==> config.mk <==
export PLATFORM = sky130hd
export DESIGN_NAME = change_dispenser
export DESIGN_NICKNAME = d
export VERILOG_FILES = /design/src/rtl/change_dispenser.sv
export SDC_FILE = /design/constraint.sdc
export NUM_CORES = 1
export LEC_CHECK = 0
export CAP_MARGIN = 20
export CORE_AREA = 2 2 174 125
export CTS_CLUSTER_SIZE = 25
export DETAILED_ROUTE_END_ITERATION = 6
export DIE_AREA = 0 0 176 127
export PLACE_DENSITY_LB_ADDON = 0.08
export SLEW_MARGIN = 15
export SYNTH_ARGS = -nofsm -noshare
export SYNTH_HDL_FRONTEND = slang
export SYNTH_SLANG_ARGS = --single-unit
==> constraint.sdc <==
create_clock -name clock -period 5.1 [get_ports clock]
set_input_delay 1.02 -clock clock [delete_from_list [all_inputs] [get_ports clock]]
set_output_delay 1.02 -clock clock [all_outputs]
set_load 0.01 [all_outputs]
==> src/rtl/change_dispenser.sv <==
// Coin change dispenser: greedy 10/5/1 payout from a refillable inventory,
// one coin per valid/ready handshake, with abort and a one-cycle done pulse.
module change_dispenser (
  input  logic        clock,
  input  logic        clear,
  input  logic        req,
  input  logic [31:0] amount,
  input  logic        abort,
  input  logic        refill_en,
  input  logic [7:0]  refill_10,
  input  logic [7:0]  refill_5,
  input  logic [7:0]  refill_1,
  input  logic        coin_ready,
  output logic        coin_valid,
  output logic [5:0]  coin_value,
  output logic        ready,
  output logic        done,
  output logic [31:0] paid_total,
  output logic [31:0] shortfall,
  output logic [7:0]  inv_10,
  output logic [7:0]  inv_5,
  output logic [7:0]  inv_1
);

  typedef enum logic [1:0] {
    IDLE = 2'b00,
    PAY  = 2'b01,
    DONE = 2'b10
  } state_t;

  state_t      state, state_next;
  logic [31:0] remaining;
  logic [31:0] remaining_after;
  logic        hs;
  logic        dec_10, dec_5, dec_1;
  logic [5:0]  sel_value;
  logic        sel_ok;

  // Refill and handshake decrement can land on the same edge; clamp at 255.
  function automatic logic [7:0] inv_next(input logic [7:0] cur, input logic [7:0] add,
                                          input logic en, input logic dec);
    logic [8:0] sum;
    sum = {1'b0, cur} + (en ? {1'b0, add} : 9'd0) - {8'd0, dec};
    return sum[8] ? 8'hFF : sum[7:0];
  endfunction

  assign hs              = coin_valid & coin_ready & (state == PAY);
  assign dec_10          = hs & (coin_value == 6'd10);
  assign dec_5           = hs & (coin_value == 6'd5);
  assign dec_1           = hs & (coin_value == 6'd1);
  assign remaining_after = hs ? remaining - {26'd0, coin_value} : remaining;

  always_comb begin
    sel_value = '0;
    if (remaining >= 32'd10 && inv_10 != '0)
      sel_value = 6'd10;
    else if (remaining >= 32'd5 && inv_5 != '0)
      sel_value = 6'd5;
    else if (remaining >= 32'd1 && inv_1 != '0)
      sel_value = 6'd1;
  end
  assign sel_ok = (sel_value != '0);

  always_ff @(posedge clock or negedge clear) begin
    if (!clear) state <= IDLE;
    else        state <= state_next;
  end

  always_comb begin
    state_next = IDLE;
    case (state)
      IDLE: begin
        state_next = IDLE;
        if (req) state_next = (amount != '0) ? PAY : DONE;
      end
      PAY: begin
        state_next = PAY;
        if (abort || (!coin_valid && !sel_ok)) state_next = DONE;
      end
      DONE:    state_next = IDLE;
      default: state_next = IDLE;
    endcase
  end

  always_comb begin
    ready = (state == IDLE);
    done  = (state == DONE);
  end

  always_ff @(posedge clock or negedge clear) begin
    if (!clear) begin
      remaining  <= '0;
      paid_total <= '0;
      shortfall  <= '0;
      coin_valid <= 1'b0;
      coin_value <= '0;
      inv_10     <= '0;
      inv_5      <= '0;
      inv_1      <= '0;
    end else begin
      inv_10 <= inv_next(inv_10, refill_10, refill_en, dec_10);
      inv_5  <= inv_next(inv_5,  refill_5,  refill_en, dec_5);
      inv_1  <= inv_next(inv_1,  refill_1,  refill_en, dec_1);
      case (state)
        IDLE: begin
          if (req) begin
            remaining  <= amount;
            paid_total <= '0;
            if (amount == '0) shortfall <= '0;
          end
        end
        PAY: begin
          if (hs) begin
            remaining  <= remaining_after;
            paid_total <= paid_total + {26'd0, coin_value};
            coin_valid <= 1'b0;
          end
          // Abort reports what is left after a handshake on the same edge.
          if (abort) begin
            coin_valid <= 1'b0;
            shortfall  <= remaining_after;
          end else if (!coin_valid) begin
            if (sel_ok) begin
              coin_valid <= 1'b1;
              coin_value <= sel_value;
            end else begin
              shortfall <= remaining;
            end
          end
        end
        default: coin_valid <= 1'b0;
      endcase
    end
  end

endmodule

==> results of run 1 <==
[synthesized netlist by cell type (2+ instances only)]
cell,number
ha_1,56
buf_6,4
and4_1,3
a21o_1,8
o31ai_1,2
o2bb2ai_1,2
buf_1,3
o22ai_1,2
or3_1,15
o32ai_1,3
mux2i_1,30
and2_1,4
nand2b_1,12
xnor2_1,26
nor2b_1,10
xor2_1,36
or2_1,2
inv_1,96
nor3_1,26
a211o_1,2
dfrtp_1,126
or2_2,5
fa_1,5
nor4_1,31
clkbuf_1,26
o21ai_0,48
a22oi_1,10
o311ai_0,2
nand4_1,15
o211ai_1,10
a221o_1,13
nand4b_1,2
a21oi_1,40
o31a_1,2
nand2_1,137
and3_1,8
nor2_1,60
o21a_1,2
o2111ai_1,2
buf_4,3
o22a_1,2
or4_4,2
nand3_1,20
buf_2,2
[per-layer routing]
metal	global-route usage	routed length, µm	share of wire	vias up
met5	0	0	0	-
met4	0.04424	175	0.0076	0
met3	0.06845	1680	0.073	13
met2	0.3020	9412	0.41	194
met1	0.3257	11820	0.51	3389
li1	-	-	-	3541
[cells by family after synthesis]
family | after synthesis | share of synthesized area
simple gates | 360 | 0.2150
compound gates | 159 | 0.1272
buf+inv | 135 | 0.06767
flops | 126 | 0.3876
xor+xnor | 62 | 0.06675
fa+ha+maj | 61 | 0.09843
mux | 30 | 0.03691
other cells | 1 | 0.0004610
[registers in the layout, summed over array words and instances, names as in the netlist]
| register | flops |
|---|---|
| remaining | 32 |
| state | 2 |
| inv_1 | 8 |
| coin_valid | 1 |
| shortfall | 32 |
| inv_5 | 8 |
| coin_value | 3 |
| inv_10 | 8 |
| paid_total | 32 |
[cell usage in the layout (no fill, tap or decap), drive strengths merged, types with 32 or more instances in the layout]
master and n:
nor4 32, ha 56, a21oi 40, xor2 36, clkdlybuf4s50 155, o21ai 48
nand2 137, nor2 60, inv 97, dfrtp 126
[worst paths after layout]
path | startpoint | to | slack (ns) | cells past startpoint
min | shortfall[24] | shortfall[24] | 0.52 | 1
max | coin_ready | inv_1[2] | 0.84 | 15
max in group asynchronous | clear | remaining[25] | 3.35 | 2
min in group asynchronous | clear | inv_1[5] | 0.67 | 1
min reg2reg | shortfall[24] | shortfall[24] | 0.52 | 1
max reg2reg | state[1] | inv_1[2] | 1.37 | 14
[area by class of cell]
cell class / instances / area share
clock buffers: 18 / 0.04173
flip-flops and latches: 126 / 0.2996
inverters: 97 / 0.03459
repair buffers: 166 / 0.1556
multi-input cells: 674 / 0.4218
clock inverters: 14 / 0.01367
diodes: 1 / 0.0002378
well taps: 276 / 0.03281
[worst max-delay path, cell delays in order]
cell and delay [ns]:
clkdlybuf4s50_1 0.52, nand4b_1 0.27, nor4_1 0.46, ha_1 0.32, inv_1 0.06, ha_1 0.15
inv_1 0.06, fa_1 0.39, nor2b_1 0.15, o21ai_0 0.12, a21oi_1 0.21, o21ai_0 0.14
a21oi_1 0.18, xnor2_1 0.31, o21ai_0 0.18
[power by group through the flow]
stage / combinational [mW] / clock [mW] / sequential (mW)
after floorplan: 1.72 / 0 / 1.75
after global placement: 2.67 / 0 / 1.80
after detailed placement: 2.68 / 0 / 1.79
after CTS: 2.70 / 1.24 / 1.78
after global routing: 3.05 / 1.29 / 1.84
final: 2.69 / 1.22 / 1.78
[metrics by stage]
stage	worst slack, ns	area (µm²)	instances	power (mW)
2_1_floorplan	1.268	8139	935	3.467
3_3_place_gp	0.6039	9940	1339	4.461
3_5_place_dp	0.4734	9940	1339	4.473
4_1_cts	0.9296	10520	1371	5.717
5_1_grt	0.5336	10520	1371	6.180
6_report	0.8389	10530	1372	5.686
==> run_results.csv, run 1 <==
group,metric,value,unit
detailed_routing,drc,0,
place,place.gp.congestion,0.8263,
power_and_ir_drop,leakage,4.788,nW
timing,max-slew-margin-rel,0.2866,
timing,tightest_slew,1.067,ns
grt,grt_pass1_wl,37.77,mm
cts,cts.clk_slew.worst_paths,0.06,ns
timing,hold_violations,0,
timing,setup_tns,0,ns
finish,finalCoreUtilization,0.5126,
power_and_ir_drop,power.density,540.3,nW/µm²
timing,final-setup-viol-count,0,
synth,yosys.cell_types.count,63,
timing,layout_min_cycle_time,4.261,ns
synth,synth_seq_cells,126,
power_and_ir_drop,switching_power,2.300,mW
finish,finalNetCount,1205,
timing,hold-worst-slack,0.5170,ns
synth,yosysWarnings,0,
finish,regArea,3153,µm²
setup_path,required,5.37,ns
grt,grt_max_degree,94,
status,status,"finished, final reports clean",
floorplan,fp.dieH,127,µm
cts,cts_buffer_depth,2,
power_and_ir_drop,combinationalPowerShare,0.473,
power_and_ir_drop,p_seq_frac,0.313,
detailed_routing,drt_iter0_drc,484,
floorplan,fp-row-count,44,
synth,syn_avg_cell_area,8.710,µm²
timing,period_share,0.8355,
place,portBuffers,156,
synth,synthFlopType,"dfrtp_1",
cts,cts_tree,"built",
floorplan,core-area,20530,µm²
synth,synth_top_area_frac,0.3876,
cts,post_cts_buffers,0,
cts,cts_resized,0,
timing,drv_slew,0,
finish,multi_input_area,4439,µm²
synth,synthesis.area,8135,µm²
setup_path,cp_max_fo,8,
cts,htreeDepth,4,
finish,area_delta_synth_final,29.38,%
setup_path,critPathLaunchType,"input pin",
detailed_routing,vias,7137,
place,dp_hpwl,16.70,mm
synth,netlist_top_cells_area,"dfrtp_1 (39%), ha_1 (8.6%), nand2_1 (6.3%)",
detailed_routing,drt_wl_total,23.09,mm
detailed_routing,drt-wirelength-per-cell,16.83,µm
grt,antenna_found_initial,1,
timing,clock-skew-final,0.009128,ns
power_and_ir_drop,internal-power,3.387,mW
floorplan,start_util,0.3962,
power_and_ir_drop,clkPwrFrac,0.214,
synth,yosysTopAreaCell,"dfrtp_1",
setup_path,path_class,"input pin to flop",
setup_path,cp.arrival,4.53,ns
timing,rsz0062_at_grt,"no",
grt,grt_use_total,0.2161,
floorplan,dieArea,22350,µm²
floorplan,fp.dieW,176,µm
cts,hold_buffers,0,
power_and_ir_drop,swShare,0.4044,
grt,grt.overflow.total,0,
cts,cts.sinks,126,
min_path,min_path_type,"flop to flop",
synth,synthArstFlopShare,1.000,
synth,yosysSeqAreaShare,0.3876,
power_and_ir_drop,ir_drop,0.0002943,V
job,maxCapViolCount,0,
cts,cts_buffers,17,
setup_path,critPathCaptureType,"flop",
detailed_routing,final_antenna_net_count,0,
detailed_routing,viasPerCell,5.202,
finish,drive_above_1_share,0.05205,
grt,grt_pass1_vias,6891,
synth,synth_cells,934,
cts,cts_root_buffer,"clkbuf_16",
floorplan,io_pins,159,
detailed_routing,first_pass_iters,7,
cts,clock_latency,0.43,ns
timing,max_freq,0.2347,GHz
synth,synth-edff-count,0,
finish,fill_cells,1976,
No activity file was read; power rests on OpenSTA's default activity.
==> run 2: changes to the inputs <==
==> constraint.sdc (replaced) <==
create_clock -name clock -period 4.2 [get_ports clock]
set_input_delay 0.84 -clock clock [delete_from_list [all_inputs] [get_ports clock]]
set_output_delay 0.84 -clock clock [all_outputs]
set_load 0.01 [all_outputs]
==> run_results.csv, run 2 (synthesis gave the netlist of run 1 again) <==
group,metric,value,unit
cts,cts.sinks,126,
detailed_routing,drt-wirelength-per-cell,16.80,µm
grt,grt.overflow.total,0,
setup_path,crit_buf_inv,4,
cts,post_cts_buffers,0,
finish,final_cells,1380,
cts,cts_buffer_depth,2,
power_and_ir_drop,swShare,0.4061,
job,maxCapViolCount,0,
cts,clock_latency,0.43,ns
timing,drv_slew,0,
power_and_ir_drop,p_seq_frac,0.314,
timing,clock-skew-final,0.01568,ns
setup_path,cp_max_fo,8,
floorplan,dieArea,22350,µm²
cts,hold_buffers,0,
timing,hold-worst-slack,0.5056,ns
detailed_routing,drt_iter0_drc,490,
floorplan,fp.dieH,127,µm
cts,cts.clk_slew.worst_paths,0.06,ns
timing,fin_ws,0.4390,ns
detailed_routing,vias,7166,
detailed_routing,drt_wl_total,23.19,mm
timing,period_share,0.8955,
setup_path,slowest_stage,"clkdlybuf4s50_1",
grt,grt_pass1_wl,38.15,mm
timing,max-slew-margin-rel,0.3343,
setup_path,critPathCaptureType,"flop",
timing,setup_tns,0,ns
detailed_routing,final_antenna_net_count,0,
power_and_ir_drop,ir_drop,0.0003336,V
setup_path,critical-path-max-stage-delay,0.51,ns
finish,reg_top3,"paid_total x32, remaining x32, shortfall x32",
finish,finalNetCount,1215,
finish,layout_common_cells,"clkdlybuf4s50_1 (155), nand2_1 (137), dfrtp_1 (126)",
setup_path,path_cells,"clkdlybuf4s50_1, nand4b_1, nor4_1, buf_4, ha_1, inv_1, ha_1, inv_1, fa_1, nor2b_1, o21ai_0, a21oi_1, o21ai_0, a21oi_1, xnor2_1, o21ai_0",
floorplan,fp.dieW,176,µm
cts,cts_root_buffer,"clkbuf_16",
power_and_ir_drop,clkPwrFrac,0.209,
grt,antenna_found_initial,0,
timing,hold_violations,0,
finish,area_delta_synth_final,30.30,%
detailed_routing,viasPerCell,5.193,
timing,rsz0062_at_grt,"no",
power_and_ir_drop,power.density,652.9,nW/µm²
grt,grt_max_degree,101,
finish,drive_above_1_share,0.05978,
place,dp_slack,-0.02140,ns
cts,cts_buffers,17,
place,place_area,10030,µm²
setup_path,critPathLaunchType,"input pin",
place,dp.cells,1349,
detailed_routing,drc,0,
timing,layout_min_cycle_time,3.761,ns
floorplan,start_util,0.3962,
power_and_ir_drop,combinationalPowerShare,0.476,
timing,max_freq,0.2659,GHz
floorplan,io_pins,159,
min_path,min_path_type,"input pin to async pin",
timing,final-setup-viol-count,0,
cts,cts_tree,"built",
setup_path,required,4.46,ns
floorplan,fp-row-count,44,
finish,fin_area,10600,µm²
place,dp_hpwl,16.91,mm
setup_path,cp.arrival,4.02,ns
place,portBuffers,156,
finish,diodes,0,
status,status,"finished, final reports clean",
floorplan,core-area,20530,µm²
setup_path,cp_top_family,"compound AO/OA/AOI/OAI gates",
power_and_ir_drop,internal-power,4.110,mW
setup_path,path_common_cell,"o21ai_0",
place,place.gp.congestion,0.8555,
cts,htreeDepth,4,
setup_path,path_class,"input pin to flop",
timing,tightest_slew,0.9985,ns
detailed_routing,first_pass_iters,7,
finish,final_common_cell,"clkdlybuf4s50_1",
cts,cts_resized,0,
power_and_ir_drop,switching_power,2.810,mW
grt,grt_use_total,0.2165,
grt,grt_pass1_vias,7019,
power_and_ir_drop,leakage,4.835,nW
run 2: cell count changes in the layout (fill, tap and decap cells not counted):
cell / before / now
buf_4: 10 / 19
inv_6: 1 / 0
clkinv_2: 4 / 3
buf_12: 0 / 1
diode_2: 1 / 0
clkbuf_8: 1 / 0
clkinv_4: 2 / 4
run 2: final timing paths:
path	startpoint	to	slack (ns)	cells after the start
setup / recovery	coin_ready	inv_1[2]	0.44	16
hold / removal	clear	inv_1[5]	0.51	1
setup reg to reg	coin_value[1]	inv_10[4]	0.71	14
hold reg to reg	shortfall[28]	shortfall[28]	0.52	1
max in group asynchronous	clear	remaining[8]	2.81	2
min in group clock	shortfall[28]	shortfall[28]	0.52	1
run 2: power groups by stage:
stage | logic [mW] | registers (mW) | clock network [mW]
floorplan | 2.09 | 2.12 | 0
global placement | 3.26 | 2.18 | 0
detailed placement | 3.30 | 2.18 | 0
CTS | 3.32 | 2.17 | 1.48
global route | 3.74 | 2.24 | 1.54
finish | 3.30 | 2.18 | 1.45
run 2: area by class of cell:
| cell class | count | area, µm² |
|---|---|---|
| inverters | 97 | 364.1 |
| flip-flops and latches | 126 | 3153 |
| multi-input cells | 674 | 4439 |
| clock inverters | 14 | 147.6 |
| fillers | 1989 | 9935 |
| clock buffers | 17 | 425.4 |
| repair buffers | 176 | 1725 |
| well taps | 276 | 345.3 |
run 2: through the flow:
step | power [mW] | utilization
6_report | 6.920 | 0.5162
5_1_grt | 7.515 | 0.5162
4_1_cts | 6.965 | 0.5162
3_5_place_dp | 5.478 | 0.4883
3_3_place_gp | 5.443 | 0.4883
2_1_floorplan | 4.210 | -
run 2: metal layers:
layer / wire, µm / global-route usage / vias to the layer above
li1: - / - / 3553
met5: 0 / 0 / -
met1: 12190 / 0.3337 / 3430
met4: 275 / 0.05396 / 0
met3: 1368 / 0.05595 / 16
met2: 9350 / 0.2987 / 167
==> run 3: changes to the inputs <==
--- a/config.mk
+++ b/config.mk
@@ -10,7 +10,9 @@
 export CTS_CLUSTER_SIZE = 25
 export DETAILED_ROUTE_END_ITERATION = 6
 export DIE_AREA = 0 0 176 127
+export HOLD_SLACK_MARGIN = 0.1
 export PLACE_DENSITY_LB_ADDON = 0.08
+export SKIP_CTS_REPAIR_TIMING = 1
 export SLEW_MARGIN = 15
 export SYNTH_ARGS = -nofsm -noshare
 export SYNTH_HDL_FRONTEND = slang
==> results of run 3 <==
Final layout, timing and power as in run 2 (identical DEF).
